**config.mk**
```make
export PLATFORM = sky130hd
export DESIGN_NAME = res_owner_arbiter
export DESIGN_NICKNAME = d
export VERILOG_FILES = /design/src/rtl/res_owner_arbiter_pkg.sv /design/src/rtl/res_owner_arbiter_rr_pick.sv /design/src/rtl/res_owner_arbiter.sv
export SDC_FILE = /design/constraint.sdc
export NUM_CORES = 1
export LEC_CHECK = 0
export ABC_AREA = 1
export BUFFER_PORTS_ARGS = -buffer_cell sky130_fd_sc_hd__buf_4
export CORE_MARGIN = 1
export CORE_UTILIZATION = 64
export CTS_BUF_LIST = sky130_fd_sc_hd__clkbuf_8
export DETAILED_ROUTE_END_ITERATION = 6
export PLACE_DENSITY = 0.95
export SKIP_LAST_GASP = 1
export SYNTH_ARGS = -nofsm -noshare
export SYNTH_HDL_FRONTEND = slang
export SYNTH_HIERARCHICAL = 1
export SYNTH_SLANG_ARGS = --single-unit
export TNS_END_PERCENT = 10
```
**constraint.sdc**
```tcl
create_clock -name clk -period 3.4 [get_ports clk]
set_input_delay 0.34 -clock clk [delete_from_list [all_inputs] [get_ports clk]]
set_output_delay 0.34 -clock clk [all_outputs]
set_load 0.01 [all_outputs]
```
**src/rtl/res_owner_arbiter_pkg.sv**
```systemverilog
// res_owner_arbiter_pkg
//   Shared definitions for the resource-ownership arbiter: FSM state
//   encoding, owner index width and (with ARB_STATS_EN) the grant
//   statistics counter width and saturation value.
//   No ports.

package res_owner_arbiter_pkg;

    // Owner index width is fixed so owner_id/timeout_owner keep the same
    // width for any NUM_REQ in 2..8.
    localparam int unsigned OWNER_W = 3;

    typedef enum logic [1:0] {
        ArbStIdle    = 2'd0,
        ArbStGranted = 2'd1,
        ArbStGap     = 2'd2
    } arb_state_e;

`ifdef ARB_STATS_EN
    localparam int unsigned     STAT_W   = 16;
    localparam logic [STAT_W-1:0] STAT_SAT = '1;
`endif

endpackage

```
**src/rtl/res_owner_arbiter_rr_pick.sv**
```systemverilog
// res_owner_arbiter_rr_pick
//   Combinational round-robin picker. Searches req_i starting at start_i,
//   wrapping modulo NUM_REQ; the first set bit found wins.
//   Ports:
//     req_i     in  NUM_REQ  request vector
//     start_i   in  OWNER_W  index with highest priority (< NUM_REQ)
//     valid_o   out 1        at least one request present
//     winner_o  out OWNER_W  index of the winning requester

module res_owner_arbiter_rr_pick
    import res_owner_arbiter_pkg::*;
#(
    parameter int unsigned NUM_REQ = 2
) (
    input  logic [NUM_REQ-1:0] req_i,
    input  logic [OWNER_W-1:0] start_i,
    output logic               valid_o,
    output logic [OWNER_W-1:0] winner_o
);

    localparam int unsigned SEL_W = (NUM_REQ > 1) ? $clog2(NUM_REQ) : 1;

    logic [NUM_REQ-1:0] rot;
    int                 off;
    int                 sum;

    always_comb begin
        // Rotate so that bit 0 of rot corresponds to requester start_i.
        rot = NUM_REQ'({req_i, req_i} >> start_i);
        off = 0;
        for (int i = int'(NUM_REQ) - 1; i >= 0; i--) begin
            if (rot[i[SEL_W-1:0]]) begin
                off = i;
            end
        end
        sum = int'(start_i) + off;
        if (sum >= int'(NUM_REQ)) begin
            sum = sum - int'(NUM_REQ);
        end
        valid_o  = |req_i;
        winner_o = OWNER_W'(sum);
    end

endmodule

```
**src/rtl/res_owner_arbiter.sv**
```systemverilog
// res_owner_arbiter
//   Exclusive-ownership arbiter for one shared buffer. Level requests,
//   single-cycle release pulses, round-robin fairness, a one-cycle
//   turnaround gap after every ownership and a hold-time watchdog.
//   Optional feature macro: ARB_STATS_EN (per-requester grant counters).
//   Ports:
//     clk            in   clock
//     rst_n          in   asynchronous active-low reset
//     enable         in   low forces release and masks grant at once
//     req            in   level request per requester
//     rel            in   release pulse per requester (owner's bit only)
//     timeout_limit  in   max hold cycles, 0 disables the watchdog
//     grant          out  one-hot ownership, registered, ANDed with enable
//     busy           out  resource currently owned
//     owner_id       out  index of current/last owner
//     timeout_evt    out  one-cycle pulse on watchdog revoke
//     timeout_owner  out  index of last requester revoked (sticky)
//     stats_clr      in   (ARB_STATS_EN) synchronous counter clear
//     grant_cnt      out  (ARB_STATS_EN) 16-bit grant counts, req 0 in LSBs

module res_owner_arbiter
    import res_owner_arbiter_pkg::*;
#(
    parameter int unsigned NUM_REQ    = 2,
    parameter int unsigned TMO_W      = 16,
    parameter int          INIT_OWNER = -1
) (
    input  logic               clk,
    input  logic               rst_n,
    input  logic               enable,
    input  logic [NUM_REQ-1:0] req,
    input  logic [NUM_REQ-1:0] rel,
    input  logic [TMO_W-1:0]   timeout_limit,
    output logic [NUM_REQ-1:0] grant,
    output logic               busy,
    output logic [OWNER_W-1:0] owner_id,
    output logic               timeout_evt,
    output logic [OWNER_W-1:0] timeout_owner
`ifdef ARB_STATS_EN
    ,
    input  logic                      stats_clr,
    output logic [NUM_REQ*STAT_W-1:0] grant_cnt
`endif
);

    localparam bit                 INIT_GRANTED = (INIT_OWNER >= 0);
    localparam logic [OWNER_W-1:0] INIT_ID      = INIT_GRANTED ? OWNER_W'(INIT_OWNER) : '0;
    localparam logic [NUM_REQ-1:0] INIT_GRANT   =
        INIT_GRANTED ? (NUM_REQ'(1) << INIT_ID) : '0;
    localparam arb_state_e         INIT_STATE   = INIT_GRANTED ? ArbStGranted : ArbStIdle;

    arb_state_e         state_q, state_d;
    logic [NUM_REQ-1:0] grant_q, grant_d;
    logic [OWNER_W-1:0] owner_q, owner_d;
    logic [TMO_W-1:0]   hold_q, hold_d;
    logic               tmo_evt_q, tmo_evt_d;
    logic [OWNER_W-1:0] tmo_owner_q, tmo_owner_d;

    logic [OWNER_W-1:0] start_idx;
    logic               pick_valid;
    logic [OWNER_W-1:0] pick_winner;
    logic               rel_own;
    logic               tmo_hit;

    // The last owner gets lowest priority: search begins just after it.
    assign start_idx = (owner_q == OWNER_W'(NUM_REQ - 1)) ? '0 : owner_q + 1'b1;

    res_owner_arbiter_rr_pick #(
        .NUM_REQ (NUM_REQ)
    ) u_rr_pick (
        .req_i    (req),
        .start_i  (start_idx),
        .valid_o  (pick_valid),
        .winner_o (pick_winner)
    );

    // grant_q is one-hot on the owner while GRANTED, so this selects rel[owner].
    assign rel_own = |(rel & grant_q);
    assign tmo_hit = (timeout_limit != '0) && (hold_q == timeout_limit - 1'b1);

    always_comb begin
        state_d     = state_q;
        grant_d     = grant_q;
        owner_d     = owner_q;
        hold_d      = hold_q;
        tmo_evt_d   = 1'b0;
        tmo_owner_d = tmo_owner_q;
        if (!enable) begin
            state_d = ArbStIdle;
            grant_d = '0;
        end else begin
            case (state_q)
                ArbStIdle: begin
                    if (pick_valid) begin
                        state_d = ArbStGranted;
                        grant_d = NUM_REQ'(1) << pick_winner;
                        owner_d = pick_winner;
                        hold_d  = '0;
                    end
                end
                ArbStGranted: begin
                    if (rel_own) begin
                        // Release wins over a coincident watchdog expiry.
                        state_d = ArbStGap;
                        grant_d = '0;
                    end else if (tmo_hit) begin
                        state_d     = ArbStGap;
                        grant_d     = '0;
                        tmo_evt_d   = 1'b1;
                        tmo_owner_d = owner_q;
                    end else if (hold_q != '1) begin
                        hold_d = hold_q + 1'b1;
                    end
                end
                ArbStGap: begin
                    state_d = ArbStIdle;
                    grant_d = '0;
                end
                default: begin
                    state_d = ArbStIdle;
                    grant_d = '0;
                end
            endcase
        end
    end

    always_ff @(posedge clk or negedge rst_n) begin
        if (!rst_n) begin
            state_q     <= INIT_STATE;
            grant_q     <= INIT_GRANT;
            owner_q     <= INIT_ID;
            hold_q      <= '0;
            tmo_evt_q   <= 1'b0;
            tmo_owner_q <= '0;
        end else begin
            state_q     <= state_d;
            grant_q     <= grant_d;
            owner_q     <= owner_d;
            hold_q      <= hold_d;
            tmo_evt_q   <= tmo_evt_d;
            tmo_owner_q <= tmo_owner_d;
        end
    end

    assign grant         = grant_q & {NUM_REQ{enable}};
    assign busy          = (state_q == ArbStGranted);
    assign owner_id      = owner_q;
    assign timeout_evt   = tmo_evt_q;
    assign timeout_owner = tmo_owner_q;

`ifdef ARB_STATS_EN
    logic grant_evt;
    assign grant_evt = enable && (state_q == ArbStIdle) && pick_valid;

    for (genvar g = 0; g < int'(NUM_REQ); g++) begin : g_stats
        logic [STAT_W-1:0] cnt_q, cnt_d;

        always_comb begin
            cnt_d = cnt_q;
            if (stats_clr) begin
                cnt_d = '0;
            end else if (grant_evt && (pick_winner == OWNER_W'(g)) && (cnt_q != STAT_SAT)) begin
                cnt_d = cnt_q + 1'b1;
            end
        end

        always_ff @(posedge clk or negedge rst_n) begin
            if (!rst_n) begin
                cnt_q <= '0;
            end else begin
                cnt_q <= cnt_d;
            end
        end

        assign grant_cnt[g*STAT_W +: STAT_W] = cnt_q;
    end
`endif

endmodule

```
Word level (Yosys, flattened, before mapping)
Index checks and enable logic that the tools add are counted.
- word-level logic and storage cells: 60
- bits of input ports: 23
- output and inout bits: 10
- memories kept: 0
- flip-flop bits (word level): 27
- memory bits (writable): 0
- memory bits (read-only): 0
- bits in latches: 0
- reduce and logical (&&, ||, !) cells: 10
- equality and inequality tests: 10
- shifts and indexed selects: 2
- order comparisons: 1
- $add $sub $neg: 5
- multipliers: 0
- bitwise logic cells: 3
- multiplexer cells: 23
- divide/modulo/power cells: 0
- operators with widths (operator ; count):
    $mux W16 ; 4
    $pmux W16 S2 ; 1
    $add A16 B1 Y16 const B ; 1
    $eq A16 B16 Y1 ; 1
    $mux W2 ; 8
    $ne A16 B16 Y1 const B ; 1
    $reduce_bool A16 Y1 ; 1
    $sub A16 B1 Y16 const B ; 1
    $pmux W2 S2 ; 2
    $mux W1 ; 6
    $mux W3 ; 2
    $ne A2 B2 Y1 const B ; 3
    $reduce_and A6 Y1 ; 1
    $add A3 B1 Y4 ; 1
    $and A2 B2 Y2 ; 2
    $ge A4 B2 Y1 const B ; 1
    $ne A4 B2 Y1 const B ; 1
    $reduce_and A4 Y1 ; 1
    $reduce_or A2 Y1 ; 2
    $shr A4 B3 Y2 ; 1
    $add A3 B1 Y3 const B ; 1
    $eq A3 B1 Y1 const B ; 1
    $ne A3 B3 Y1 const B ; 1
    $reduce_and A3 Y1 ; 1
    other kinds (9) ; 9

Longest topological paths before layout
Gate-level depths: netlist of the first run.
- depth in word-level cells: 12
- mapped depth: 17
- depth with buffers taken out: 16

Modules after synthesis
The synthesis of the first run kept the hierarchy.
- by module, submodules not included (module ; times used ; seq. area each (µm²) ; area each (µm²) ; cells an instance):
    res_owner_arbiter ; 1 ; 675.6 ; 2317.2 ; 379
    res_owner_arbiter_rr_pick ; 1 ; 0.0 ; 56.3 ; 14

Worst setup path before layout of the first run
OpenSTA, ideal clock, no wires.
- path kind: input to register
- start point: input timeout_limit[0]
- end point: register hold_q[10]
- data required time: 3.283 ns
- arrival: 1.818 ns
- stages on the path: 16
- path buffers: 1
- setup slack: 1.465 ns
- setup time: 0.117 ns
- path through: inv_1 ha_1 nand2_2 nor2_4 nand2_1 nand2_1 nand2_1 nor2_1 nand2_1 nor2_2 nand2_2 nand2_4 nand2_4 buf_6 nand2_1 nand2_1
- longest elaborated chain between the ends: 5
- elaborated cells on any way between the ends: 6
- classes of those cells: add/sub (1); eq/ne (2); reduce/logical (3)
- RTL lines (element ; line ; RTL):
    start, declared ; res_owner_arbiter.sv:33 ; input logic [TMO_W-1:0] timeout_limit,
    $sub A16 B1 Y16 ; res_owner_arbiter.sv:79 ; assign tmo_hit = (timeout_limit != '0) && (hold_q == timeout_limit - 1'b1);
    $eq A16 B16 Y1 ; res_owner_arbiter.sv:79 ;
    $logic_and A1 B1 Y1 * ; res_owner_arbiter.sv:79 ;
    $ne A2 B2 Y1 (no source line) * ; -- ;
    $reduce_and A6 Y1 (no source line) * ; -- ;
    end signal, assigned ; res_owner_arbiter.sv:139 ; hold_q <= hold_d;
    end, declared ; res_owner_arbiter.sv:55 ; logic [TMO_W-1:0] hold_q, hold_d;
Mark *: on every way between the ends. The rest lies on a longest branch, timed or not.
A chain may end at the register's enable or synchronous reset.

Worst setup path after layout of the first run
Same ends and word-level chain as after synthesis.

==> results of run 1 <==
worst max-delay path, cell delays in order:
cell,delay (ns)
sky130_fd_sc_hd__buf_4,0.12
sky130_fd_sc_hd__inv_1,0.12
sky130_fd_sc_hd__ha_1,0.27
sky130_fd_sc_hd__nand2_2,0.13
sky130_fd_sc_hd__o21ai_0,0.30
sky130_fd_sc_hd__nand2_1,0.13
sky130_fd_sc_hd__nand2_1,0.08
sky130_fd_sc_hd__nand3_1,0.09
sky130_fd_sc_hd__nor2_2,0.15
sky130_fd_sc_hd__nand2_2,0.09
sky130_fd_sc_hd__nand2_4,0.17
sky130_fd_sc_hd__nand2_4,0.16
sky130_fd_sc_hd__nand2_1,0.11
sky130_fd_sc_hd__nand2_1,0.05
worst max path at each step:
stage | startpoint | endpoint | slack, ns | cells after the start
final | timeout_limit[0] | hold_q[10]$_DFFE_PN0P_ | 1.24 | 14
after global placement | timeout_limit[0] | hold_q[11]$_DFFE_PN0P_ | 1.13 | 14
after floorplan | timeout_limit[0] | hold_q[10]$_DFFE_PN0P_ | 1.47 | 16
after CTS | timeout_limit[0] | hold_q[2]$_DFFE_PN0P_ | 1.29 | 14
after detailed placement | timeout_limit[0] | hold_q[2]$_DFFE_PN0P_ | 0.99 | 14
after global routing | timeout_limit[0] | hold_q[9]$_DFFE_PN0P_ | 1.10 | 14
sequential cells by signal, indices dropped and copies added, names as in the netlist:
name / cells
timeout_evt: 1
grant_q: 2
timeout_owner: 3
hold_q: 16
owner_id: 3
state_q: 2
power by group through the flow:
stage          clock network, mW  registers (mW)  logic (mW)
6_report                   0.184           0.393       0.285
5_1_grt                    0.194           0.399       0.322
4_1_cts                    0.186           0.392       0.283
3_5_place_dp                   0           0.399       0.280
3_3_place_gp                   0           0.397       0.271
2_1_floorplan                  0           0.386       0.196
cells in the final DEF, fill, tap and decap left out, types with 5 or more instances in the layout:
cell type and count:
sky130_fd_sc_hd__nand4_1 6, sky130_fd_sc_hd__nand3b_1 5, sky130_fd_sc_hd__nor2_1 64, sky130_fd_sc_hd__nor3_1 5, sky130_fd_sc_hd__buf_4 33, sky130_fd_sc_hd__inv_1 49
sky130_fd_sc_hd__o21ai_0 7, sky130_fd_sc_hd__nand3_1 37, sky130_fd_sc_hd__nand2_1 138, sky130_fd_sc_hd__xor2_1 19, sky130_fd_sc_hd__dfrtp_1 27
layout make-up:
cell class / count / area, um^2
Sequential cell: 27 / 676
Multi-Input combinational cell: 307 / 1460
Fill cell: 285 / 763
Tap cell: 46 / 57.6
Timing Repair Buffer: 34 / 258
Clock inverter: 1 / 5.00
Clock buffer: 3 / 41.3
Inverter: 49 / 184
metrics by stage:
stage	power, mW	instance area (um^2)	utilization
after global placement	0.667	2620	0.762
final	0.862	2680	0.778
after global routing	0.915	2680	0.778
after detailed placement	0.679	2620	0.762
after floorplan	0.582	2370	-
after CTS	0.861	2680	0.778
layer usage:
metal  global-route usage  share of wire
met1                0.386           0.42
met5                    0              0
met4                0.140          0.024
met2                0.560           0.50
met3               0.0328          0.053
kinds of logic after synthesis:
group	share of synthesized area
flip-flops	0.285
buffers and inverters	0.101
adder cells (fa/ha/maj)	0.0158
AND/OR/NAND/NOR	0.497
XOR/XNOR	0.0775
AO/OA/AOI/OAI	0.0242
==> run_summary.xml, run 1 <==
<?xml version="1.0" encoding="UTF-8"?>
<metrics>
  <group name="timing">
    <metric name="layout_min_cycle_time" unit="ns">2.16</metric>
    <metric name="holdWs" unit="ns">0.336</metric>
    <metric name="max_slew_margin" unit="">0.657</metric>
    <metric name="slew_violations" unit="">0</metric>
    <metric name="setup_viol" unit="">0</metric>
    <metric name="finalHoldViolCount" unit="">0</metric>
    <metric name="setup_repair_after_global_routing_missed_its_margin" unit="">false</metric>
    <metric name="post-route-worst-setup-slack" unit="ns">1.24</metric>
    <metric name="max_freq" unit="MHz">463</metric>
    <metric name="worstMarginPinSlew" unit="ns">0.513</metric>
    <metric name="min_period_over_period" unit="">0.635</metric>
    <metric name="setup_tns" unit="ns">0</metric>
    <metric name="final.setup_skew" unit="ns">0.00290</metric>
  </group>
  <group name="drt">
    <metric name="wire_per_inst" unit="um">12.7</metric>
    <metric name="vias" unit="">2535</metric>
    <metric name="routed_wl" unit="um">5920</metric>
    <metric name="ant_nets" unit="">0</metric>
    <metric name="drc" unit="">0</metric>
    <metric name="initialDrtViolationCount" unit="">188</metric>
    <metric name="dr.pass1.iters" unit="">5</metric>
    <metric name="viasPerCell" unit="">5.43</metric>
  </group>
  <group name="power">
    <metric name="swShare" unit="">0.385</metric>
    <metric name="p_int" unit="mW">0.531</metric>
    <metric name="cellPowerDensity" unit="mW/mm^2">322</metric>
    <metric name="power.share.clock" unit="">0.213</metric>
    <metric name="power.leakage" unit="nW">1.44</metric>
    <metric name="netSwitchingPower" unit="mW">0.332</metric>
    <metric name="part_of_the_power_in_registers" unit="">0.456</metric>
    <metric name="worst_ir_drop_vdd" unit="mV">0.282</metric>
    <metric name="power.share.combinational" unit="">0.331</metric>
  </group>
  <group name="hold_path">
    <metric name="timing.hold.worst_path_depth" unit="">3</metric>
    <metric name="holdCritStartpoint" unit="">enable</metric>
    <metric name="hold_path.class" unit="">in2reg</metric>
    <metric name="worstHoldEndpoint" unit="">state_q[1]$_DFFE_PN0P_</metric>
  </group>
  <group name="clock_network">
    <metric name="numCtsBuffers" unit="">3</metric>
    <metric name="htree_num_levels" unit="">1</metric>
    <metric name="post-cts-setup-buffers" unit="">0</metric>
    <metric name="cts_buffer_depth" unit="">2</metric>
    <metric name="clk_pin_slew_worst_paths" unit="ns">0.09</metric>
    <metric name="ctsResizeCount" unit="">0</metric>
    <metric name="cts.sink_count" unit="">27</metric>
    <metric name="cts_tree" unit="">built</metric>
    <metric name="holdBufCountCts" unit="">1</metric>
    <metric name="clk_latency" unit="ns">0.27</metric>
    <metric name="cts_root_buffer_type" unit="">sky130_fd_sc_hd__clkbuf_8</metric>
  </group>
  <group name="cells_and_area">
    <metric name="stdcell_count" unit="">467</metric>
    <metric name="design.final.nets" unit="">448</metric>
    <metric name="antenna-diode-count" unit="">0</metric>
    <metric name="area_delta_synth_final" unit="%">12.9</metric>
    <metric name="layout-drive-gt1-share" unit="">0.119</metric>
  </group>
  <group name="global_routing">
    <metric name="maximum_number_of_pins_on_one_net_before_global_route_repair" unit="">28</metric>
    <metric name="grt_first_pass_wirelength" unit="um">9960</metric>
    <metric name="grt_pass1_vias" unit="">2401</metric>
    <metric name="grt_antenna_before_repair" unit="">0</metric>
    <metric name="grt_util_all_layers" unit="">0.317</metric>
    <metric name="grt.overflow.total" unit="">0</metric>
  </group>
  <group name="logic_synthesis">
    <metric name="ys_warn_count" unit="">6</metric>
    <metric name="yosys-top-cells-count" unit="">138 x sky130_fd_sc_hd__nand2_1, 64 x sky130_fd_sc_hd__nor2_1, 49 x sky130_fd_sc_hd__inv_1</metric>
    <metric name="yosys.area.top_type_share" unit="">0.285</metric>
    <metric name="ys_ff_latch" unit="">27</metric>
    <metric name="postSynth.topFlopCell" unit="">sky130_fd_sc_hd__dfrtp_1</metric>
    <metric name="synth_cell_type_count" unit="">26</metric>
    <metric name="yosys.cell_count.top_type" unit="">sky130_fd_sc_hd__nand2_1</metric>
    <metric name="synth-edff-count" unit="">0</metric>
    <metric name="synth.avg_cell_area" unit="um^2">6.04</metric>
    <metric name="mappedNetlistArea" unit="mm^2">0.00237</metric>
    <metric name="postSynthNetCount" unit="">419</metric>
    <metric name="synth_seq_area_share" unit="">0.285</metric>
    <metric name="asyncSetResetFlopFracSynth" unit="">1.00</metric>
    <metric name="cell_count_after_synthesis" unit="">393</metric>
    <metric name="post-synth-top-area-cell" unit="">sky130_fd_sc_hd__dfrtp_1</metric>
    <metric name="synth_area_leaders" unit="">sky130_fd_sc_hd__dfrtp_1 28%, sky130_fd_sc_hd__nand2_1 22%, sky130_fd_sc_hd__nor2_1 10%</metric>
  </group>
  <group name="place">
    <metric name="dpl.hpwl" unit="um">4630</metric>
    <metric name="preCtsSetupSlack" unit="ns">0.989</metric>
    <metric name="gpl.final_weighted_congestion" unit="">0.903</metric>
    <metric name="post-place-cells" unit="">462</metric>
    <metric name="place.port_buffers" unit="">32</metric>
  </group>
  <group name="floorplan">
    <metric name="io-pin-count" unit="">33</metric>
    <metric name="die_x" unit="um">62.9</metric>
    <metric name="die_area" unit="mm^2">0.00396</metric>
    <metric name="die_y" unit="um">62.9</metric>
    <metric name="initial_core_util" unit="">0.690</metric>
    <metric name="placementRows" unit="">21</metric>
    <metric name="core_area" unit="mm^2">0.00344</metric>
  </group>
  <group name="setup_path">
    <metric name="worst-endpoint-arrival" unit="ns">2.33</metric>
    <metric name="reg2reg_to" unit="">hold_q[10]$_DFFE_PN0P_</metric>
    <metric name="setup.worst_path.start_class" unit="">input pin</metric>
    <metric name="crit_type" unit="">in2reg</metric>
    <metric name="setup_crit_end_kind" unit="">flip-flop</metric>
    <metric name="timing.reg2reg.worst_path_depth" unit="">8</metric>
    <metric name="crit_fanout" unit="">17</metric>
    <metric name="ff2ff_setup_slack" unit="ns">1.31</metric>
    <metric name="worst_r2r_start" unit="">hold_q[0]$_DFFE_PN0P_</metric>
    <metric name="cp.required" unit="ns">3.57</metric>
  </group>
  <group name="run_status">
    <metric name="run_status" unit="">finished clean</metric>
  </group>
  <group name="run">
    <metric name="drv.max_cap_violation_count" unit="">0</metric>
  </group>
</metrics>
No activity file was read; power rests on OpenSTA's default activity.
==> run 2: changes to the inputs <==
- CORE_UTILIZATION: 64 -> 54
- PLACE_DENSITY: 0.95 -> 0.87
- clock period: 3.4 -> 1.9 ns (I/O delays scaled with it)
==> run 2 against run 1 <==
Sequential power is 74% higher. Non-clock buffer count rose by 16. Design area grew 5.4%. Largest cell class unchanged. Register-to-register slack got worse by 1.2 ns. Global-route usage fell by 5.6 points. Via count down 0.43%. Worst hold slack lost 0.15 ns.
==> run_summary.xml, run 2 (synthesized netlist as in run 1, its figures left out) <==
<?xml version="1.0" encoding="UTF-8"?>
<metrics>
  <group name="global_routing">
    <metric name="grt_pass1_vias" unit="">2186</metric>
    <metric name="grt_util_all_layers" unit="">0.262</metric>
    <metric name="maximum_number_of_pins_on_one_net_before_global_route_repair" unit="">28</metric>
    <metric name="grt_antenna_before_repair" unit="">0</metric>
    <metric name="grt_first_pass_wirelength" unit="um">9200</metric>
    <metric name="grt.overflow.total" unit="">0</metric>
  </group>
  <group name="timing">
    <metric name="final.setup_skew" unit="ns">0.00495</metric>
    <metric name="post-route-worst-setup-slack" unit="ns">0.119</metric>
    <metric name="worstMarginPinSlew" unit="ns">0.587</metric>
    <metric name="setup_viol" unit="">0</metric>
    <metric name="setup_tns" unit="ns">0</metric>
    <metric name="max_freq" unit="MHz">562</metric>
    <metric name="layout_min_cycle_time" unit="ns">1.78</metric>
    <metric name="min_period_over_period" unit="">0.937</metric>
    <metric name="holdWs" unit="ns">0.187</metric>
    <metric name="max_slew_margin" unit="">0.608</metric>
    <metric name="finalHoldViolCount" unit="">0</metric>
    <metric name="slew_violations" unit="">0</metric>
  </group>
  <group name="cells_and_area">
    <metric name="antenna-diode-count" unit="">0</metric>
    <metric name="postLayoutCoreUtil" unit="">0.686</metric>
    <metric name="most-common-layout-cells" unit="">138 x sky130_fd_sc_hd__nand2_1, 64 x sky130_fd_sc_hd__nor2_1, 48 x sky130_fd_sc_hd__buf_4</metric>
    <metric name="final_common_cell" unit="">sky130_fd_sc_hd__nand2_1</metric>
    <metric name="final.fill_count" unit="">355</metric>
    <metric name="layout-drive-gt1-share" unit="">0.165</metric>
    <metric name="area_delta_synth_final" unit="%">19.0</metric>
    <metric name="largest_register_ffs" unit="">16</metric>
    <metric name="layout.cell_area.non_filler" unit="mm^2">0.00282</metric>
    <metric name="regMostFlops" unit="">hold_q</metric>
    <metric name="design.final.nets" unit="">464</metric>
    <metric name="stdcell_count" unit="">487</metric>
  </group>
  <group name="place">
    <metric name="post-place-cells" unit="">480</metric>
    <metric name="dpl.hpwl" unit="um">4510</metric>
    <metric name="placement.cell_area" unit="mm^2">0.00273</metric>
    <metric name="place.port_buffers" unit="">32</metric>
    <metric name="gpl.final_weighted_congestion" unit="">0.979</metric>
    <metric name="preCtsSetupSlack" unit="ns">-0.127</metric>
  </group>
  <group name="floorplan">
    <metric name="placementRows" unit="">23</metric>
    <metric name="core_area" unit="mm^2">0.00412</metric>
    <metric name="die_y" unit="um">68.3</metric>
    <metric name="die_x" unit="um">68.3</metric>
    <metric name="io-pin-count" unit="">33</metric>
    <metric name="initial_core_util" unit="">0.577</metric>
    <metric name="die_area" unit="mm^2">0.00466</metric>
  </group>
  <group name="power">
    <metric name="swShare" unit="">0.378</metric>
    <metric name="power.share.clock" unit="">0.207</metric>
    <metric name="power.share.combinational" unit="">0.370</metric>
    <metric name="netSwitchingPower" unit="mW">0.611</metric>
    <metric name="power.leakage" unit="nW">1.51</metric>
    <metric name="worst_ir_drop_vdd" unit="mV">0.440</metric>
    <metric name="part_of_the_power_in_registers" unit="">0.422</metric>
    <metric name="cellPowerDensity" unit="mW/mm^2">572</metric>
    <metric name="sum_of_internal_switching_and_leakage_power" unit="mW">1.62</metric>
    <metric name="p_int" unit="mW">1.01</metric>
  </group>
  <group name="setup_path">
    <metric name="setup_crit_end_kind" unit="">flip-flop</metric>
    <metric name="cp.required" unit="ns">2.12</metric>
    <metric name="crit_fanout" unit="">7</metric>
    <metric name="setup.worst_path.start_class" unit="">flip-flop</metric>
    <metric name="worst-endpoint-arrival" unit="ns">2.00</metric>
    <metric name="crit_type" unit="">reg2reg</metric>
    <metric name="ff2ff_setup_slack" unit="ns">0.12</metric>
  </group>
  <group name="drt">
    <metric name="vias" unit="">2524</metric>
    <metric name="ant_nets" unit="">0</metric>
    <metric name="routed_wl" unit="um">5910</metric>
    <metric name="viasPerCell" unit="">5.18</metric>
    <metric name="dr.pass1.iters" unit="">4</metric>
    <metric name="drc" unit="">0</metric>
    <metric name="initialDrtViolationCount" unit="">159</metric>
    <metric name="wire_per_inst" unit="um">12.1</metric>
  </group>
  <group name="clock_network">
    <metric name="numCtsBuffers" unit="">3</metric>
    <metric name="cts.sink_count" unit="">27</metric>
    <metric name="cts_buffer_depth" unit="">2</metric>
    <metric name="clk_pin_slew_worst_paths" unit="ns">0.10</metric>
    <metric name="clk_latency" unit="ns">0.27</metric>
    <metric name="cts_tree" unit="">built</metric>
    <metric name="htree_num_levels" unit="">1</metric>
    <metric name="cts_root_buffer_type" unit="">sky130_fd_sc_hd__clkbuf_8</metric>
  </group>
  <group name="run">
    <metric name="drv.max_cap_violation_count" unit="">0</metric>
  </group>
  <group name="run_status">
    <metric name="run_status" unit="">finished clean</metric>
  </group>
  <group name="hold_path">
    <metric name="hold_path.class" unit="">in2reg</metric>
  </group>
</metrics>
-- run 2: cell types whose count changed in the layout (fill, tap and decap cells not counted), moves of 2 or more --
cell / delta
sky130_fd_sc_hd__dfrtp_1: -4
sky130_fd_sc_hd__dfrtp_2: +4
sky130_fd_sc_hd__buf_4: +15
sky130_fd_sc_hd__inv_1: -2
-- run 2: final cells by class --
class                           count  area [um^2]  share of cell area
Clock inverter                      1         5.00             0.00177
Inverter                           49          186              0.0660
Timing Repair Buffer               50          382               0.135
Multi-Input combinational cell    307         1470               0.519
Sequential cell                    27          681               0.241
Clock buffer                        3         41.3              0.0146
Tap cell                           50         62.6              0.0222
-- run 2: layer usage --
metal | wire (um) | GRT usage | up-vias
li1 | - | - | 1302
met3 | 234 | 0.0217 | 12
met2 | 2920 | 0.464 | 79
met4 | 82 | 0.0885 | 0
met5 | 0 | 0 | -
met1 | 2670 | 0.330 | 1131
-- run 2: power by group through the flow --
| stage | combinational [mW] | sequential (mW) | clock (mW) |
|---|---|---|---|
| CTS | 0.582 | 0.682 | 0.335 |
| floorplan | 0.351 | 0.690 | 0 |
| global route | 0.665 | 0.695 | 0.350 |
| detailed placement | 0.578 | 0.693 | 0 |
| finish | 0.599 | 0.683 | 0.335 |
| global placement | 0.565 | 0.688 | 0 |
-- run 2: repair_timing --
action	CTS	global route
hold buffers	1	0
hold endpoints to repair	27	0
setup endpoints to repair	0	22
setup buffers	0	2
gates resized for setup	0	10
-- run 2: worst paths after layout --
check | from | cells after the start | end
min in group asynchronous | rst_n | 2 | owner_id[1]$_DFFE_PN0P_
worst min register to register | timeout_owner[2]$_DFFE_PN0P_ | 2 | timeout_owner[2]$_DFFE_PN0P_
max in group asynchronous | rst_n | 2 | hold_q[7]$_DFFE_PN0P_
worst max register to register | hold_q[0]$_DFFE_PN0P_ | 8 | hold_q[5]$_DFFE_PN0P_
worst max-delay path | hold_q[0]$_DFFE_PN0P_ | 8 | hold_q[5]$_DFFE_PN0P_
worst min-delay path | enable | 3 | state_q[1]$_DFFE_PN0P_
-- run 2: worst max-delay path: stages, from the launching register on --
cell,delay (ns)
sky130_fd_sc_hd__dfrtp_1,0.42
sky130_fd_sc_hd__ha_1,0.22
sky130_fd_sc_hd__nand2_1,0.09
sky130_fd_sc_hd__nor4_1,0.30
sky130_fd_sc_hd__a41oi_1,0.21
sky130_fd_sc_hd__nand2_4,0.16
sky130_fd_sc_hd__buf_4,0.16
sky130_fd_sc_hd__nand3_1,0.09
sky130_fd_sc_hd__nand2_1,0.08
